===== src/rtl/ias_pkg.sv =====
// Shared types and constants for the interrupt acknowledge sequencer.
// Optional feature macro used by the top level: IAS_SPURIOUS_DETECT_EN.
package ias_pkg;

    // Width of the pulse/gap down-counter; covers the 1..15 cycle range.
    localparam int CNT_W = 4;

    // Width of the interrupt vector read from DATABUS.
    localparam int VEC_W = 8;

    // Sequencer states, in the order they are normally visited.
    typedef enum logic [2:0] {
        S_IDLE   = 3'd0,
        S_REQ    = 3'd1,
        S_PULSE1 = 3'd2,
        S_GAP    = 3'd3,
        S_PULSE2 = 3'd4,
        S_HOLD   = 3'd5
    } ias_state_e;

    // Load value for the down-counter so that a phase lasts 'cycles' clocks:
    // the phase ends in the cycle where the counter reads zero.
    function automatic logic [CNT_W-1:0] cnt_load(input int cycles);
        return CNT_W'(cycles - 1);
    endfunction

endpackage : ias_pkg


===== src/rtl/sync2.sv =====
// Two-flop synchronizer for a single asynchronous level input.
module sync2 (
    input  logic clk,
    input  logic rst_n,
    input  logic d_i,
    output logic q_o
);

    logic meta_q;
    logic sync_q;

    // Shift the raw input through two flops; both clear on reset so the
    // synchronized level starts low.
    // NOTE: sequential state uses non-blocking assignments so every flop
    // samples the pre-edge value of its neighbour, forming a real shift chain.
    always_ff @(posedge clk or negedge rst_n) begin
        if (!rst_n) begin
            meta_q <= 1'b0;
            sync_q <= 1'b0;
        end else begin
            meta_q <= d_i;
            sync_q <= meta_q;
        end
    end

    assign q_o = sync_q;

endmodule : sync2


===== src/rtl/interrupt_ack_sequencer.sv =====
// Interrupt acknowledge sequencer.
// Synchronizes INT, requests the CPU core, and after acceptance issues two
// active-low INTA pulses separated by a high gap, capturing the vector from
// DATABUS on the last cycle of the second pulse. The vector is then held
// until the core consumes it.
// Optional feature macro: IAS_SPURIOUS_DETECT_EN adds vec_spurious, which
// flags that INT had already dropped when the second pulse began.
module interrupt_ack_sequencer
    import ias_pkg::*;
#(
    parameter int INTA_LOW_CYCLES = 2,
    parameter int INTA_GAP_CYCLES = 2
) (
    input  logic             CLK,
    input  logic             RST_N,
    input  logic             INT,
    output logic             INTA,
    input  logic [VEC_W-1:0] DATABUS,
    output logic             irq_req,
    input  logic             irq_ack,
    output logic             vec_valid,
    input  logic             vec_ready,
    output logic [VEC_W-1:0] vector,
    output logic             busy
`ifdef IAS_SPURIOUS_DETECT_EN
    ,
    output logic             vec_spurious
`endif
);

    localparam logic [CNT_W-1:0] LOW_LOAD = cnt_load(INTA_LOW_CYCLES);
    localparam logic [CNT_W-1:0] GAP_LOAD = cnt_load(INTA_GAP_CYCLES);

    ias_state_e       state_q, state_d;
    logic [CNT_W-1:0] cnt_q, cnt_d;
    logic [VEC_W-1:0] vector_q, vector_d;
    logic             inta_q, inta_d;
    logic             int_s;

    // Bring the asynchronous interrupt line into the CLK domain.
    sync2 u_sync2 (
        .clk   (CLK),
        .rst_n (RST_N),
        .d_i   (INT),
        .q_o   (int_s)
    );

    // Next-state, counter and vector-capture logic.
    // NOTE: every signal written here gets a default before the case so no
    // path leaves it unassigned, which would otherwise infer a latch.
    always_comb begin
        state_d  = state_q;
        cnt_d    = cnt_q;
        vector_d = vector_q;

        unique case (state_q)
            S_IDLE: begin
                if (int_s) begin
                    state_d = S_REQ;
                end
            end

            S_REQ: begin
                // Acceptance wins over a withdrawn request in the same cycle.
                if (irq_ack) begin
                    state_d = S_PULSE1;
                    cnt_d   = LOW_LOAD;
                end else if (!int_s) begin
                    state_d = S_IDLE;
                end
            end

            S_PULSE1: begin
                if (cnt_q == '0) begin
                    state_d = S_GAP;
                    cnt_d   = GAP_LOAD;
                end else begin
                    cnt_d = cnt_q - CNT_W'(1);
                end
            end

            S_GAP: begin
                if (cnt_q == '0) begin
                    state_d = S_PULSE2;
                    cnt_d   = LOW_LOAD;
                end else begin
                    cnt_d = cnt_q - CNT_W'(1);
                end
            end

            S_PULSE2: begin
                // The controller drives the vector during this pulse; take
                // it on the final low cycle.
                if (cnt_q == '0) begin
                    state_d  = S_HOLD;
                    vector_d = DATABUS;
                end else begin
                    cnt_d = cnt_q - CNT_W'(1);
                end
            end

            S_HOLD: begin
                if (vec_ready) begin
                    state_d = S_IDLE;
                end
            end

            default: begin
                state_d = S_IDLE;
                cnt_d   = '0;
            end
        endcase
    end

    // INTA is decoded from the next state and registered, so the pin is a
    // flop output that goes low exactly while the FSM sits in a pulse state.
    always_comb begin
        inta_d = !((state_d == S_PULSE1) || (state_d == S_PULSE2));
    end

    // State, counter, vector and INTA registers; reset parks INTA high
    // immediately, independent of CLK.
    always_ff @(posedge CLK or negedge RST_N) begin
        if (!RST_N) begin
            state_q  <= S_IDLE;
            cnt_q    <= '0;
            vector_q <= '0;
            inta_q   <= 1'b1;
        end else begin
            state_q  <= state_d;
            cnt_q    <= cnt_d;
            vector_q <= vector_d;
            inta_q   <= inta_d;
        end
    end

`ifdef IAS_SPURIOUS_DETECT_EN
    logic spurious_q;

    // Record whether the request had gone away by the first cycle of the
    // second pulse; the flag lives until the vector is consumed.
    always_ff @(posedge CLK or negedge RST_N) begin
        if (!RST_N) begin
            spurious_q <= 1'b0;
        end else if ((state_q == S_PULSE2) && (cnt_q == LOW_LOAD)) begin
            spurious_q <= !int_s;
        end else if ((state_q == S_HOLD) && vec_ready) begin
            spurious_q <= 1'b0;
        end
    end

    assign vec_spurious = spurious_q;
`endif

    assign INTA      = inta_q;
    assign irq_req   = (state_q == S_REQ);
    assign vec_valid = (state_q == S_HOLD);
    assign vector    = vector_q;
    assign busy      = (state_q != S_IDLE);

endmodule : interrupt_ack_sequencer


===== config.mk =====
export PLATFORM = sky130hd
export DESIGN_NAME = interrupt_ack_sequencer
export DESIGN_NICKNAME = d
export VERILOG_FILES = /design/src/rtl/ias_pkg.sv /design/src/rtl/sync2.sv /design/src/rtl/interrupt_ack_sequencer.sv
export SDC_FILE = /design/constraint.sdc
export NUM_CORES = 1
export LEC_CHECK = 0
export CAP_MARGIN = 20
export CORE_UTILIZATION = 41
export CTS_CLUSTER_DIAMETER = 60
export CTS_CLUSTER_SIZE = 14
export DETAILED_ROUTE_END_ITERATION = 12
export PLACE_DENSITY_LB_ADDON = 0.3
export REMOVE_ABC_BUFFERS = 1
export SLEW_MARGIN = 10
export SYNTH_ARGS = -nofsm -noshare
export SYNTH_HDL_FRONTEND = slang
export SYNTH_SLANG_ARGS = --single-unit

===== constraint.sdc =====
create_clock -name CLK -period 2 [get_ports CLK]
set_clock_uncertainty 0.2 [all_clocks]
set_input_delay 0.2 -clock CLK [delete_from_list [all_inputs] [get_ports CLK]]
set_output_delay 0.2 -clock CLK [all_outputs]
set_load 0.05 [all_outputs]

# Word-level counts from Yosys, hierarchy flattened
# Cells that the tools add are included.
# W data, S select, Z words.
[totals] reg_bits=18 in_bits=13 out_inout_bits=12 wordCells=38
[classes] n_addsub=1 n_eq_ne=9 n_mux=12 bitwise_logic=1 reduce_logical=9
[ops] op="$mux W3" count=7
[ops] op="$pmux W3 S6" count=1
[ops] op="$pmux W4 S4" count=1
[ops] op="$mux W4" count=3
[ops] op="$eq A3 B2 Y1 const B" count=3
[ops] op="$eq A3 B3 Y1 const B" count=3
[ops] op="$logic_not A4 Y1" count=1
[ops] op="$reduce_or A2 Y1" count=2
[ops] op="$sub A4 B1 Y4 const B" count=1
[ops] op="$eq A3 B1 Y1 const B" count=1
[ops] op="$logic_not A3 Y1" count=1
[ops] op="$reduce_and A3 Y1" count=1
[ops] op="$reduce_bool A3 Y1" count=1
[ops] op="$ne A2 B1 Y1 const B" count=1
[ops] op="$ne A2 B2 Y1 const B" count=1
[ops] op="$reduce_and A2 Y1" count=1
[ops] op="$logic_not A1 Y1" count=1
[ops] op="$logic_or A1 B1 Y1" count=1
[ops] op="$not A1 Y1" count=1

# Logic depth before layout (Yosys ltp)
[depth] depth_word=6 mapped_depth=6 ltp_nobuf=6

# Cells and area by module
# From an unflattened synthesis, not the netlist that was laid out.
[hier_totals] hier_cells=76 area_unflattened_um2=882.1
[by_module_without_submodules] module="interrupt_ack_sequencer" instances=1 cells_per_inst=74 area_each_um2=832.0 seq_area_each_um2=401.6
[by_module_without_submodules] module="sync2" instances=1 cells_per_inst=2 area_each_um2=50.0 seq_area_each_um2=50.0

# Worst setup path after synthesis
# Ideal clock, no wire load.
[synth_path] path_kind="reg-to-reg" from="register cnt_q[0]" to="register cnt_q[2]" setup_time_ps=121 arrival_time_ps=1649 t_required_ps=1679 setup_slack_ps=30 stages_incl_launch_ff=7 path_buffers=0 period_less_slack_ps=1970 path_cell_list="dfrtp_1 > inv_1 > ha_1 > or3b_4 > a221o_1 > nor2b_4 > a22o_1"
[synth_via] elab_chain_cells=3 word_cells_on_any_way=7 cone_classes="add/sub: 1; eq/ne: 1; mux: 3; reduce/logical: 2"
[synth_rtl] item="start: declaration" line_no="interrupt_ack_sequencer.sv:35" source="logic [CNT_W-1:0] cnt_q, cnt_d;"
[synth_rtl] item="start signal: assignment" line_no="interrupt_ack_sequencer.sv:131" source="cnt_q <= cnt_d;"
[synth_rtl] item="$sub A4 B1 Y4 / $logic_not A4 Y1 (equally long branches)"
[synth_rtl] item="$mux W4, or another cell as far along" line_no="interrupt_ack_sequencer.sv:94" source="if (cnt_q == '0) begin"
[synth_rtl] item="$pmux W4 S4 / $reduce_and A3 Y1 (equally long branches)"
# Several ways; a longest one is shown, not always the timed one. The select of a mux whose other input is x is not followed.
# A chain may end at the register's enable or synchronous reset.

# Worst setup path after layout
[layout_path] from="register cnt_q[1]" to="register cnt_q[2]"
# Same word-level chain as after synthesis.

==> flow_summary_export.csv <==
group,metric,value,unit
run_status,status,"finished with violations",
run_status,violations,"negative setup slack",
setup_path,timing.rr.start,"cnt_q[1]",
cts,clock_sinks,18,
cells_and_area,final_cell_mix,"clkdlybuf4s50_1 (20), dfrtp_1 (16), buf_4 (11)",
cells_and_area,syn2layout_area_growth,45.25,%
route,wl_per_cell,12.91,µm
setup_path,r2r_cells,7,
setup_path,endpoint_kind,"flip-flop",
setup_path,crit_family,"compound AO/OA/AOI/OAI gates",
setup_path,worstPathArrival,2.04,ns
logic_synthesis,ys_top_cells_by_area,"dfrtp_1 (48%), mux2_2 (8.9%), dfstp_2 (3.0%)",
setup_path,slowest_delay,0.40,ns
grt,grt_pass1_vias,694,
logic_synthesis,synth_edf_count,0,
route,drc_errors,0,
setup_path,crit_buf_inv,2,
die,core-area,0.002002,mm²
cells_and_area,final_cells,139,
power_and_ir_drop,power_density,1874,mW/mm²
setup_path,crit_path_start,"cnt_q[1]",
logic_synthesis,ys_seq_area_frac,0.5121,
setup_path,worstSetupStartpointType,"flip-flop",
cts,cts_tree,"done",
die,die_y,48.39,µm
cells_and_area,fin_area,0.001281,mm²
sta,relSlewSlack,0.6573,
route,drtIter0Drc,10,
grt,grt_max_degree,19,
cts,cts_hold_buf,0,
logic_synthesis,synth_top_cell_by_area,"dfrtp_1",
sta,rsz0062_at_grt,"true",
die,die-area,0.002341,mm²
power_and_ir_drop,max-vdd-ir-drop,0.0009652,V
sta,hold_slack,0.02763,ns
placement,place_congestion,0.7961,
logic_synthesis,yosysTopAreaCellShare,0.4823,
cells_and_area,nNetsFinal,128,
grt,met2_usage,0.2911,
grt,overflow,0,
logic_synthesis,netlist_area,882.1,µm²
cts,clk_pin_slew,0.10,ns
setup_path,path_class,"reg -> reg",
placement,placed_cells,133,
cts,cts_buffers,3,
logic_synthesis,ys_ff_latch,18,
run,drv_cap,0,
sta,setup_tns,-0.001494,ns
cells_and_area,fillers,164,
logic_synthesis,yosysWarnings,0,
grt,track_usage,0.1757,
route,detail-route-antenna-nets,0,
grt,grt_use_met1,0.2143,
cts,h-tree-depth,1,
sta,final_hold_viol_count,0,
logic_synthesis,ys_types,32,
placement,placed_cell_area,0.001212,mm²
cells_and_area,layout_commonest_cell,"clkdlybuf4s50_1",
sta,max_freq,499.6,MHz
setup_path,regToRegEndpoint,"cnt_q[2]",
grt,top_usage_layer,"met2",
route,routed-via-count,708,
logic_synthesis,syn-instance-count,78,
power_and_ir_drop,p_total,2.400,mW
sta,tightest_slew,0.5125,ns
setup_path,cp_max_fo,4,
grt,antenna_found_initial,0,
logic_synthesis,synth-main-ff-cell,"dfrtp_1",
die,initial_core_util,0.4406,
route,via_per_inst,5.094,
grt,grt_pass1_wl,3139,µm
placement,detailed_place_hpwl,1312,µm
min_path,hp-class,"in -> async",
route,drt_wl_total,1795,µm
setup_path,cpMaxStageDelayCell,"dfrtp_1",
logic_synthesis,avgSynthCellArea,11.31,µm²
cts,clock-root-buffer,"clkbuf_4",
sta,setup_ws,-0.001494,ns
sta,drv_slew,0,
placement,io_buffers,24,
power_and_ir_drop,leakagePower,0.5529,nW
cts,clock_latency,0.29,ns
setup_path,crit_required,2.04,ns
sta,min_period_over_period,1.001,
die,num_rows,16,
logic_synthesis,async_flop_share,1.000,
die,boundaryPins,25,
cts,clock_path_buffers,2,
route,first_pass_iters,4,
cells_and_area,drive_above_1_share,0.3304,
sta,finalSetupViolations,1,
die,die_x,48.39,µm
grt,grt_use_met3,0.04088,
setup_path,r2r_setup_slack,-0.001,ns
cells_and_area,diodes,0,
sta,min_period,2.001,ns
setup_path,cp_cell_sequence,"inv_2, ha_4, or3b_4, a221o_1, buf_4, o21ai_0, a22o_1",
[metal layers]
layer	wire length (µm)	part of all wire
met1	791	0.44
met2	872	0.49
met3	117	0.065
met4	13	0.0072
met5	0	0
[what timing repair did]
action	CTS	global route
gates resized for setup	1	6
pin swaps	0	3
setup endpoints to repair	2	3
buffers inserted	1	1
[worst register-to-register path, stage by stage (launching register included)]
cell     delay (ns)
dfrtp_1        0.40
inv_2          0.10
ha_4           0.13
or3b_4         0.39
a221o_1        0.35
buf_4          0.15
o21ai_0        0.07
a22o_1         0.16
[per-stage QoR]
| step | util | worst slack, ns |
|---|---|---|
| 6_report | 0.6400 | -0.001494 |
| 5_1_grt | 0.6400 | -0.07974 |
| 4_1_cts | 0.6275 | 0.02420 |
| 3_5_place_dp | 0.6056 | 0.0005433 |
| 3_3_place_gp | 0.6056 | 0.04757 |
| 2_1_floorplan | - | 0.02966 |
[logic make-up after synthesis]
| logic type | Yosys count | synth area share |
|---|---|---|
| mux | 8 | 0.1021 |
| xor+xnor | 1 | 0.009931 |
| buf+inv | 7 | 0.02978 |
| fa+ha+maj | 2 | 0.02836 |
| compound gates | 17 | 0.1404 |
| flops | 18 | 0.5121 |
| simple gates | 25 | 0.1773 |
[area by class of cell]
class | count | area, µm² | area share
sequential | 18 | 452.9 | 0.3535
multi-input combinational | 53 | 420.4 | 0.3281
timing repair buffer | 33 | 322.8 | 0.2520
tap | 27 | 33.78 | 0.02637
clock buffer | 4 | 36.28 | 0.02832
inverter | 4 | 15.01 | 0.01172
[sequential cells by signal (all words and copies together), names as in the netlist]
register / flops
vector: 8
INTA: 1
cnt_q: 4
u_sync2.q_o: 1
u_sync2.meta_q: 1
state_q: 3
[worst max path at each step]
stage / depth (start not counted) / slack [ns] / end
after floorplan: 6 / 0.03 / cnt_q[2]
after global placement: 6 / 0.05 / cnt_q[2]
after detailed placement: 6 / 0.0005 / cnt_q[2]
after CTS: 6 / 0.02 / cnt_q[2]
after global routing: 7 / -0.08 / cnt_q[2]
final: 7 / -0.001 / cnt_q[2]
[synthesized netlist by cell type (2+ instances only)]
| master | n |
|---|---|
| dfrtp_1 | 17 |
| mux2_2 | 7 |
| nor2_1 | 6 |
| o21ai_0 | 5 |
| inv_1 | 4 |
| nand2_1 | 4 |
| nor2b_1 | 4 |
| a21oi_1 | 3 |
| clkbuf_1 | 3 |
| a22o_1 | 2 |
| ha_1 | 2 |
[report_power, final]
group / internal, mW / leakage [nW] / total, mW / switching, mW
Clock: 0.111 / 0.0210 / 0.225 / 0.114
Sequential: 0.524 / 0.214 / 0.639 / 0.115
Combinational: 0.656 / 0.318 / 1.54 / 0.881
(Power assumes the default switching activity.)
